`src/rtl/seg_display_scan_pkg.sv`:
```
`default_nettype none
// ============================================================================
// Module  : seg_display_scan_pkg
// Desc    : Register map, CTRL fields, scan state encoding and hex segment table
// Rev     : 1.0 - initial release
// ============================================================================
package seg_display_scan_pkg;

    localparam logic [7:0] c_reg_value    = 8'd0;
    localparam logic [7:0] c_reg_ctrl     = 8'd1;
    localparam logic [7:0] c_reg_prescale = 8'd2;
    localparam logic [7:0] c_reg_status   = 8'd3;

    localparam int c_ctrl_en_bit    = 0;
    localparam int c_ctrl_blank_lsb = 8;
    localparam int c_ctrl_dp_lsb    = 16;

    typedef enum logic [1:0] {
        ST_IDLE  = 2'd0,
        ST_BLANK = 2'd1,
        ST_SHOW  = 2'd2
    } scan_state_t;

    // Active-low segment patterns {dp,g..a}; dp held off, entry 15 first.
    localparam logic [15:0][7:0] c_seg_table = {
        8'h8E, 8'h86, 8'hA1, 8'hC6, 8'h83, 8'h88, 8'h90, 8'h80,
        8'hF8, 8'h82, 8'h92, 8'h99, 8'hB0, 8'hA4, 8'hF9, 8'hC0
    };

endpackage
`default_nettype wire

```
`src/rtl/seg_display_scan_if.sv`:
```
`default_nettype none
// ============================================================================
// Module  : seg_display_scan_if
// Desc    : Peripheral register bus (byte-enable write, registered read)
// Rev     : 1.0 - initial release
// ============================================================================
interface seg_display_scan_if;

    logic [7:0]  addrIn;
    logic [7:0]  addrOut;
    logic [3:0]  sizeDecode;
    logic [31:0] dataIn;
    logic [31:0] dataOut;

    modport master (
        output addrIn,
        output addrOut,
        output sizeDecode,
        output dataIn,
        input  dataOut
    );

    modport slave (
        input  addrIn,
        input  addrOut,
        input  sizeDecode,
        input  dataIn,
        output dataOut
    );

endinterface
`default_nettype wire

```
`src/rtl/seg_display_scan_seg7_hex_decoder.sv`:
```
`default_nettype none
// ============================================================================
// Module  : seg7_hex_decoder
// Desc    : Combinational hex nibble to active-low 7-segment {g..a} pattern
// Rev     : 1.0 - initial release
// ============================================================================
module seg7_hex_decoder
    import seg_display_scan_pkg::*;
(
    input  logic [3:0] i_nibble,
    output logic [6:0] o_seg
);

    assign o_seg = c_seg_table[i_nibble][6:0];

endmodule
`default_nettype wire

```
`src/rtl/seg_display_scan.sv`:
```
`default_nettype none
// ============================================================================
// Module  : seg_display_scan
// Desc    : Memory-mapped multiplexed 8-digit seven-segment display scanner
// Rev     : 1.0 - initial release
// ============================================================================
module seg_display_scan
    import seg_display_scan_pkg::*;
#(
    parameter int          NUM_DIGITS       = 8,
    parameter logic [15:0] DEFAULT_PRESCALE = 16'd50000,
    parameter int          BLANK_CYCLES     = 8
) (
    input  logic                  clk,
    input  logic                  rstn,
    seg_display_scan_if.slave     bus,
    output logic [NUM_DIGITS-1:0] DIG,
    output logic [7:0]            SEG
);

    localparam logic [15:0] c_blank_last = 16'(BLANK_CYCLES - 1);
    localparam logic [2:0]  c_last_idx   = 3'(NUM_DIGITS - 1);

    logic [31:0]           r_value;
    logic [31:0]           r_ctrl;
    logic [15:0]           r_prescale;
    logic [31:0]           r_rdata;
    scan_state_t           r_state;
    logic [2:0]            r_idx;
    logic [15:0]           r_cnt;
    logic [15:0]           r_pre_l;
    logic [15:0]           r_frame;
    logic [NUM_DIGITS-1:0] r_dig;
    logic [7:0]            r_seg;

    logic                  w_en;
    logic [7:0]            w_blankmask;
    logic [7:0]            w_dpmask;
    logic [3:0]            w_nibble;
    logic [6:0]            w_dec;
    logic [NUM_DIGITS-1:0] w_dig_show;
    logic [7:0]            w_seg_show;
    logic [31:0]           w_rdata;

    assign w_en        = r_ctrl[c_ctrl_en_bit];
    assign w_blankmask = r_ctrl[c_ctrl_blank_lsb +: 8];
    assign w_dpmask    = r_ctrl[c_ctrl_dp_lsb +: 8];
    assign w_nibble    = r_value[{r_idx, 2'b00} +: 4];
    assign w_dig_show  = ~(NUM_DIGITS'(1) << r_idx);
    assign w_seg_show  = w_blankmask[r_idx] ? 8'hFF : {~w_dpmask[r_idx], w_dec};

    seg7_hex_decoder u_dec (
        .i_nibble (w_nibble),
        .o_seg    (w_dec)
    );

    // Register writes
    always_ff @(posedge clk) begin
        if (!rstn) begin
            r_value    <= 32'd0;
            r_ctrl     <= 32'd0;
            r_prescale <= DEFAULT_PRESCALE;
        end else begin
            for (int b = 0; b < 4; b++) begin
                if (bus.sizeDecode[b]) begin
                    if (bus.addrIn == c_reg_value)
                        r_value[8*b +: 8] <= bus.dataIn[8*b +: 8];
                    if (bus.addrIn == c_reg_ctrl)
                        r_ctrl[8*b +: 8] <= bus.dataIn[8*b +: 8];
                end
            end
            if (bus.addrIn == c_reg_prescale) begin
                if (bus.sizeDecode[0]) r_prescale[7:0]  <= bus.dataIn[7:0];
                if (bus.sizeDecode[1]) r_prescale[15:8] <= bus.dataIn[15:8];
            end
        end
    end

    always_comb begin
        w_rdata = 32'd0;
        case (bus.addrOut)
            c_reg_value:    w_rdata = r_value;
            c_reg_ctrl:     w_rdata = r_ctrl;
            c_reg_prescale: w_rdata = {16'd0, r_prescale};
            c_reg_status:   w_rdata = {r_frame, 11'd0, r_state, r_idx};
            default:        w_rdata = 32'd0;
        endcase
    end

    always_ff @(posedge clk) begin
        if (!rstn) r_rdata <= 32'd0;
        else       r_rdata <= w_rdata;
    end

    // Scan FSM; outputs are registered from the current state/idx, so they
    // trail the state by one clock except on disable, which blanks at once.
    always_ff @(posedge clk) begin
        if (!rstn) begin
            r_state <= ST_IDLE;
            r_idx   <= 3'd0;
            r_cnt   <= 16'd0;
            r_pre_l <= 16'd0;
            r_frame <= 16'd0;
            r_dig   <= '1;
            r_seg   <= 8'hFF;
        end else if (!w_en) begin
            r_state <= ST_IDLE;
            r_idx   <= 3'd0;
            r_cnt   <= 16'd0;
            r_dig   <= '1;
            r_seg   <= 8'hFF;
        end else begin
            case (r_state)
                ST_IDLE: begin
                    r_state <= ST_BLANK;
                    r_cnt   <= 16'd0;
                end
                ST_BLANK: begin
                    if (r_cnt == c_blank_last) begin
                        r_state <= ST_SHOW;
                        r_cnt   <= 16'd0;
                        r_pre_l <= r_prescale;
                    end else begin
                        r_cnt <= r_cnt + 16'd1;
                    end
                end
                ST_SHOW: begin
                    if (r_cnt == r_pre_l) begin
                        r_state <= ST_BLANK;
                        r_cnt   <= 16'd0;
                        if (r_idx == c_last_idx) begin
                            r_idx   <= 3'd0;
                            r_frame <= r_frame + 16'd1;
                        end else begin
                            r_idx <= r_idx + 3'd1;
                        end
                    end else begin
                        r_cnt <= r_cnt + 16'd1;
                    end
                end
                default: begin
                    r_state <= ST_IDLE;
                    r_cnt   <= 16'd0;
                end
            endcase

            if (r_state == ST_SHOW) begin
                r_dig <= w_dig_show;
                r_seg <= w_seg_show;
            end else begin
                r_dig <= '1;
                r_seg <= 8'hFF;
            end
        end
    end

    assign bus.dataOut = r_rdata;
    assign DIG         = r_dig;
    assign SEG         = r_seg;

endmodule
`default_nettype wire
```
`src/flat_wrapper.sv`:
```
// flat-port wrapper written by rule: the top's interface ports become plain ports
module seg_display_scan_flat import seg_display_scan_pkg::*;
#(
    parameter int          NUM_DIGITS       = 8,
    parameter logic [15:0] DEFAULT_PRESCALE = 16'd50000,
    parameter int          BLANK_CYCLES     = 8
)
  (clk, rstn, DIG, SEG, bus_addrIn, bus_addrOut, bus_sizeDecode, bus_dataIn, bus_dataOut);
  seg_display_scan_if bus_i ();
  input  logic clk;
  input  logic rstn;
  output logic [NUM_DIGITS-1:0] DIG;
  output logic [7:0] SEG;
  input wire logic [$bits(bus_i.addrIn)-1:0] bus_addrIn;
  input wire logic [$bits(bus_i.addrOut)-1:0] bus_addrOut;
  input wire logic [$bits(bus_i.sizeDecode)-1:0] bus_sizeDecode;
  input wire logic [$bits(bus_i.dataIn)-1:0] bus_dataIn;
  output wire logic [$bits(bus_i.dataOut)-1:0] bus_dataOut;
  assign bus_i.addrIn = bus_addrIn;
  assign bus_i.addrOut = bus_addrOut;
  assign bus_i.sizeDecode = bus_sizeDecode;
  assign bus_i.dataIn = bus_dataIn;
  assign bus_dataOut = bus_i.dataOut;
  seg_display_scan #(.NUM_DIGITS(NUM_DIGITS), .DEFAULT_PRESCALE(DEFAULT_PRESCALE), .BLANK_CYCLES(BLANK_CYCLES)) u_core (.clk(clk), .rstn(rstn), .bus(bus_i), .DIG(DIG), .SEG(SEG));
endmodule
```
`config.mk`:
```
export PLATFORM = sky130hd
export DESIGN_NAME = seg_display_scan_flat
export DESIGN_NICKNAME = d
export VERILOG_FILES = /design/src/rtl/seg_display_scan_pkg.sv /design/src/rtl/seg_display_scan_if.sv /design/src/rtl/seg_display_scan_seg7_hex_decoder.sv /design/src/rtl/seg_display_scan.sv /design/src/flat_wrapper.sv
export SDC_FILE = /design/constraint.sdc
export NUM_CORES = 1
export LEC_CHECK = 0
export BUFFER_PORTS_ARGS = -buffer_cell sky130_fd_sc_hd__buf_2
export CORE_AREA = 2 2 119 121
export DETAILED_ROUTE_END_ITERATION = 8
export DIE_AREA = 0 0 121 123
export PLACE_DENSITY = 0.89
export SLEW_MARGIN = 0
export SYNTH_ARGS = -nofsm -noshare
export SYNTH_HDL_FRONTEND = slang
export SYNTH_SLANG_ARGS = --single-unit
```
`constraint.sdc`:
```
create_clock -name clk -period 4.23 [get_ports clk]
set_input_delay 0.2115 -clock clk [delete_from_list [all_inputs] [get_ports clk]]
set_output_delay 0.2115 -clock clk [all_outputs]
set_load 0.005 [all_outputs]
```
==> impl_metrics.csv <==
group,metric,value,unit
synthesis,synth-seq-cells,181,
grt,grt_max_degree,61,
routing,drt-initial-drc-count,852,
cells_and_area,final_cell_mix,"dfxtp_1, nand2_1, a21oi_1, buf_2, nand3_1",
placed_design,finalWeightedCongestion,0.981,
cells_and_area,multiInputGateArea,4080,um2
timing,slew_viol_final,0,
clocking,cts_sinks,181,
timing,max_freq,327,MHz
synthesis,syn_nets,978,
clocking,cts_resized,0,
routing,detail_route.vias_per_cell,6.11,
timing,finalCritPeriodShare,72.4,%
clocking,h-tree-depth,4,
grt,grt_antenna_before_repair,1,
timing,tightest_slew,1.03,ns
setup_path,crit_slowest_cell,"dfxtp_1",
setup_path,max_stage_delay,0.97,ns
setup_path,arrival,3.37,ns
setup_path,start_kind,"flop",
routing,remaining_drc_errors,0,
timing,final-hold-violation-count,0,
power,leakage,3.49,nW
synthesis,syn_area,8030,um2
clocking,root_buffer,"clkbuf_16",
floorplanning,fp.dieArea,14900,um2
setup_path,path_delay_family,"multiplexers",
synthesis,synth_top_cell_by_area,"dfxtp_1",
timing,fin_crit,3.06,ns
clocking,cts_tree,"built",
timing,slew_headroom,31.2,%
routing,ant_nets,0,
routing,vias,7133,
run_status,status,"complete, no violations",
setup_path,reg2reg_to,"u_core.SEG[3]$_SDFF_PP1_",
timing,timing.setup.tns,0,ns
setup_path,end_kind,"flop",
timing,grt_setup_unrepaired,"no",
grt,grt_pass1_vias,6660,
cells_and_area,synthToLayoutAreaGrowth,13.7,%
floorplanning,start_util,59.0,%
setup_path,reg2regPathDepth,5,
grt,grt_overflow,0,
synthesis,async_flop_share,0,%
synthesis,ys_types,50,
grt,grt.total_usage,28.7,%
synthesis,yosys-top-cells-area,"dfxtp_1, nand2_1, a21oi_1, nand3_1, mux2i_1",
setup_path,path_max_fanout,18,
cells_and_area,fin_util,67.1,%
grt,grt_pass1_wl,33300,um
floorplanning,core-area,13600,um2
setup_path,startpoint,"u_core.r_idx[0]$_SDFFE_PN0P_",
setup_path,worst-path-buf-inv,1,
floorplanning,fp-row-count,43,
timing,whs,0.0283,ns
synthesis,synth_top_area_share,45.1,%
synthesis,ys.flop_type,"dfxtp_1",
clocking,postCtsHoldBufs,0,
synthesis,synthCells,907,
setup_path,r2r_slack,1.17,ns
routing,wl,21300,um
setup_path,path_cells,"mux4_2 > mux2i_1 > inv_1 > a211oi_1 > o21ai_0",
setup_path,critPathKind,"reg2reg",
clocking,cts_buffers,17,
synthesis,yosysWarnings,0,
floorplanning,die_w,121,um
routing,routedWlPerCell,18.3,um
placed_design,hpwlAfterDp,14600,um
cells_and_area,ff_latch_area,3620,um2
cells_and_area,layout-drive-gt1-share,18.9,%
routing,drt_first_pass_iters,6,
placed_design,portBuffers,101,
cells_and_area,num-fill-cells,1039,
cells_and_area,mostFrequentLayoutCell,"dfxtp_1",
floorplanning,io_pins,102,
synthesis,synth_edf_count,0,
timing,setup_viol,0,
setup_path,r2r-start,"u_core.r_idx[0]$_SDFFE_PN0P_",
cells_and_area,num-nets-final,1046,
setup_path,cp.depth,5,
setup_path,crit_required,4.54,ns
power,ir_drop,323,uV
floorplanning,die_h,123,um
synthesis,ys_seq_area_share,45.1,%
clocking,clockBufferDepth,2,
power,powerDensity,371,nW/um2
flow_run,cap_viol_max_count,0,
timing,clock_skew,0.00790,ns
min_path,hp-class,"in2reg",
clocking,clock_latency,0.44,ns
synthesis,syn_area_per_cell,8.85,um2
clocking,clkTransAtPathRegs,0.07,ns
setup_path,crit_end,"u_core.SEG[3]$_SDFF_PP1_",
clocking,post_cts_buffers,0,
## cell families after synthesis
| group | after synthesis | share of synthesized area, % |
|---|---|---|
| flops | 181 | 45.1 |
| mux | 68 | 10.7 |
| xor+xnor | 29 | 3.16 |
| buf+inv | 74 | 4.03 |
| compound gates | 164 | 12.5 |
| simple gates | 374 | 21.8 |
| fa+ha+maj | 17 | 2.65 |
## cell usage after synthesis (10+ instances only)
cell type	instances
a22oi_1	16
nand3_1	81
clkbuf_1	40
ha_1	17
buf_2	13
xor2_1	22
mux2_2	22
a21oi_1	101
dfxtp_1	181
inv_1	13
nand2b_1	15
mux2i_1	34
nor2_1	78
o41ai_1	10
mux4_2	12
nand2_1	144
o311ai_0	10
nor4_1	10
## worst min path at each step
stage | start | end | slack [ns] | depth (start not counted)
finish | bus_dataIn[6] | u_core.r_prescale[6]$_SDFFE_PN1P_ | 0.03 | 3
global placement | u_core.r_ctrl[26]$_SDFFE_PN0P_ | u_core.r_ctrl[26]$_SDFFE_PN0P_ | 0.44 | 2
detailed placement | u_core.r_ctrl[24]$_SDFFE_PN0P_ | u_core.r_ctrl[24]$_SDFFE_PN0P_ | 0.45 | 2
floorplan | bus_dataIn[14] | u_core.r_prescale[14]$_SDFFE_PN1P_ | 0.34 | 2
global route | bus_dataIn[27] | u_core.r_ctrl[27]$_SDFFE_PN0P_ | 0.04 | 3
CTS | bus_dataIn[6] | u_core.r_prescale[6]$_SDFFE_PN1P_ | 0.02 | 3
## routing by layer
| metal | global-route usage, % | share of wire [%] | routed length [um] | vias to the layer above |
|---|---|---|---|---|
| li1 | - | - | - | 3336 |
| met1 | 34.4 | 39 | 8230 | 3359 |
| met2 | 50.5 | 50 | 10700 | 381 |
| met3 | 6.41 | 8.5 | 1800 | 57 |
| met4 | 11.1 | 2.9 | 618 | 0 |
| met5 | 0 | 0 | 0 | - |
## sequential cells by signal, indices dropped and copies added, names as in the netlist, 16 cells and up
name	count
u_core.r_value	32
u_core.r_prescale	16
u_core.r_pre_l	16
u_core.bus.dataOut	32
u_core.r_ctrl	32
u_core.r_cnt	16
u_core.r_frame	16
## layout make-up
| class | instances | area share (%) |
|---|---|---|
| Multi-Input combinational cell | 652 | 44.7 |
| Sequential cell | 181 | 39.7 |
| Timing Repair Buffer | 109 | 6.19 |
| Clock buffer | 19 | 4.96 |
| Tap cell | 180 | 2.47 |
| Clock inverter | 12 | 1.41 |
| Inverter | 14 | 0.575 |
| Antenna cell | 1 | 0.0274 |
## tightest hold or removal path, cell delays in order
cell	delay, ns
buf_2	0.10
mux2i_1	0.06
nand2_1	0.06
## metrics by stage
step           worst slack (ns)  instances  power (mW)  instance area, um2
4_1_cts                    1.21       1167        3.39                9130
3_5_place_dp               1.22       1136        1.85                8550
6_report                   1.17       1168        3.39                9140
5_1_grt                   0.840       1168        3.47                9140
2_1_floorplan              1.97        907        1.80                8030
3_3_place_gp               1.36       1136        1.85                8550
## report_power, final
group | total, mW | internal (mW) | switching (mW)
registers | 1.71 | 1.70 | 0.000911
logic | 0.112 | 0.0332 | 0.0783
clock network | 1.58 | 0.897 | 0.678
total | 3.39 | 2.63 | 0.757
No activity file was read; power rests on OpenSTA's default activity.
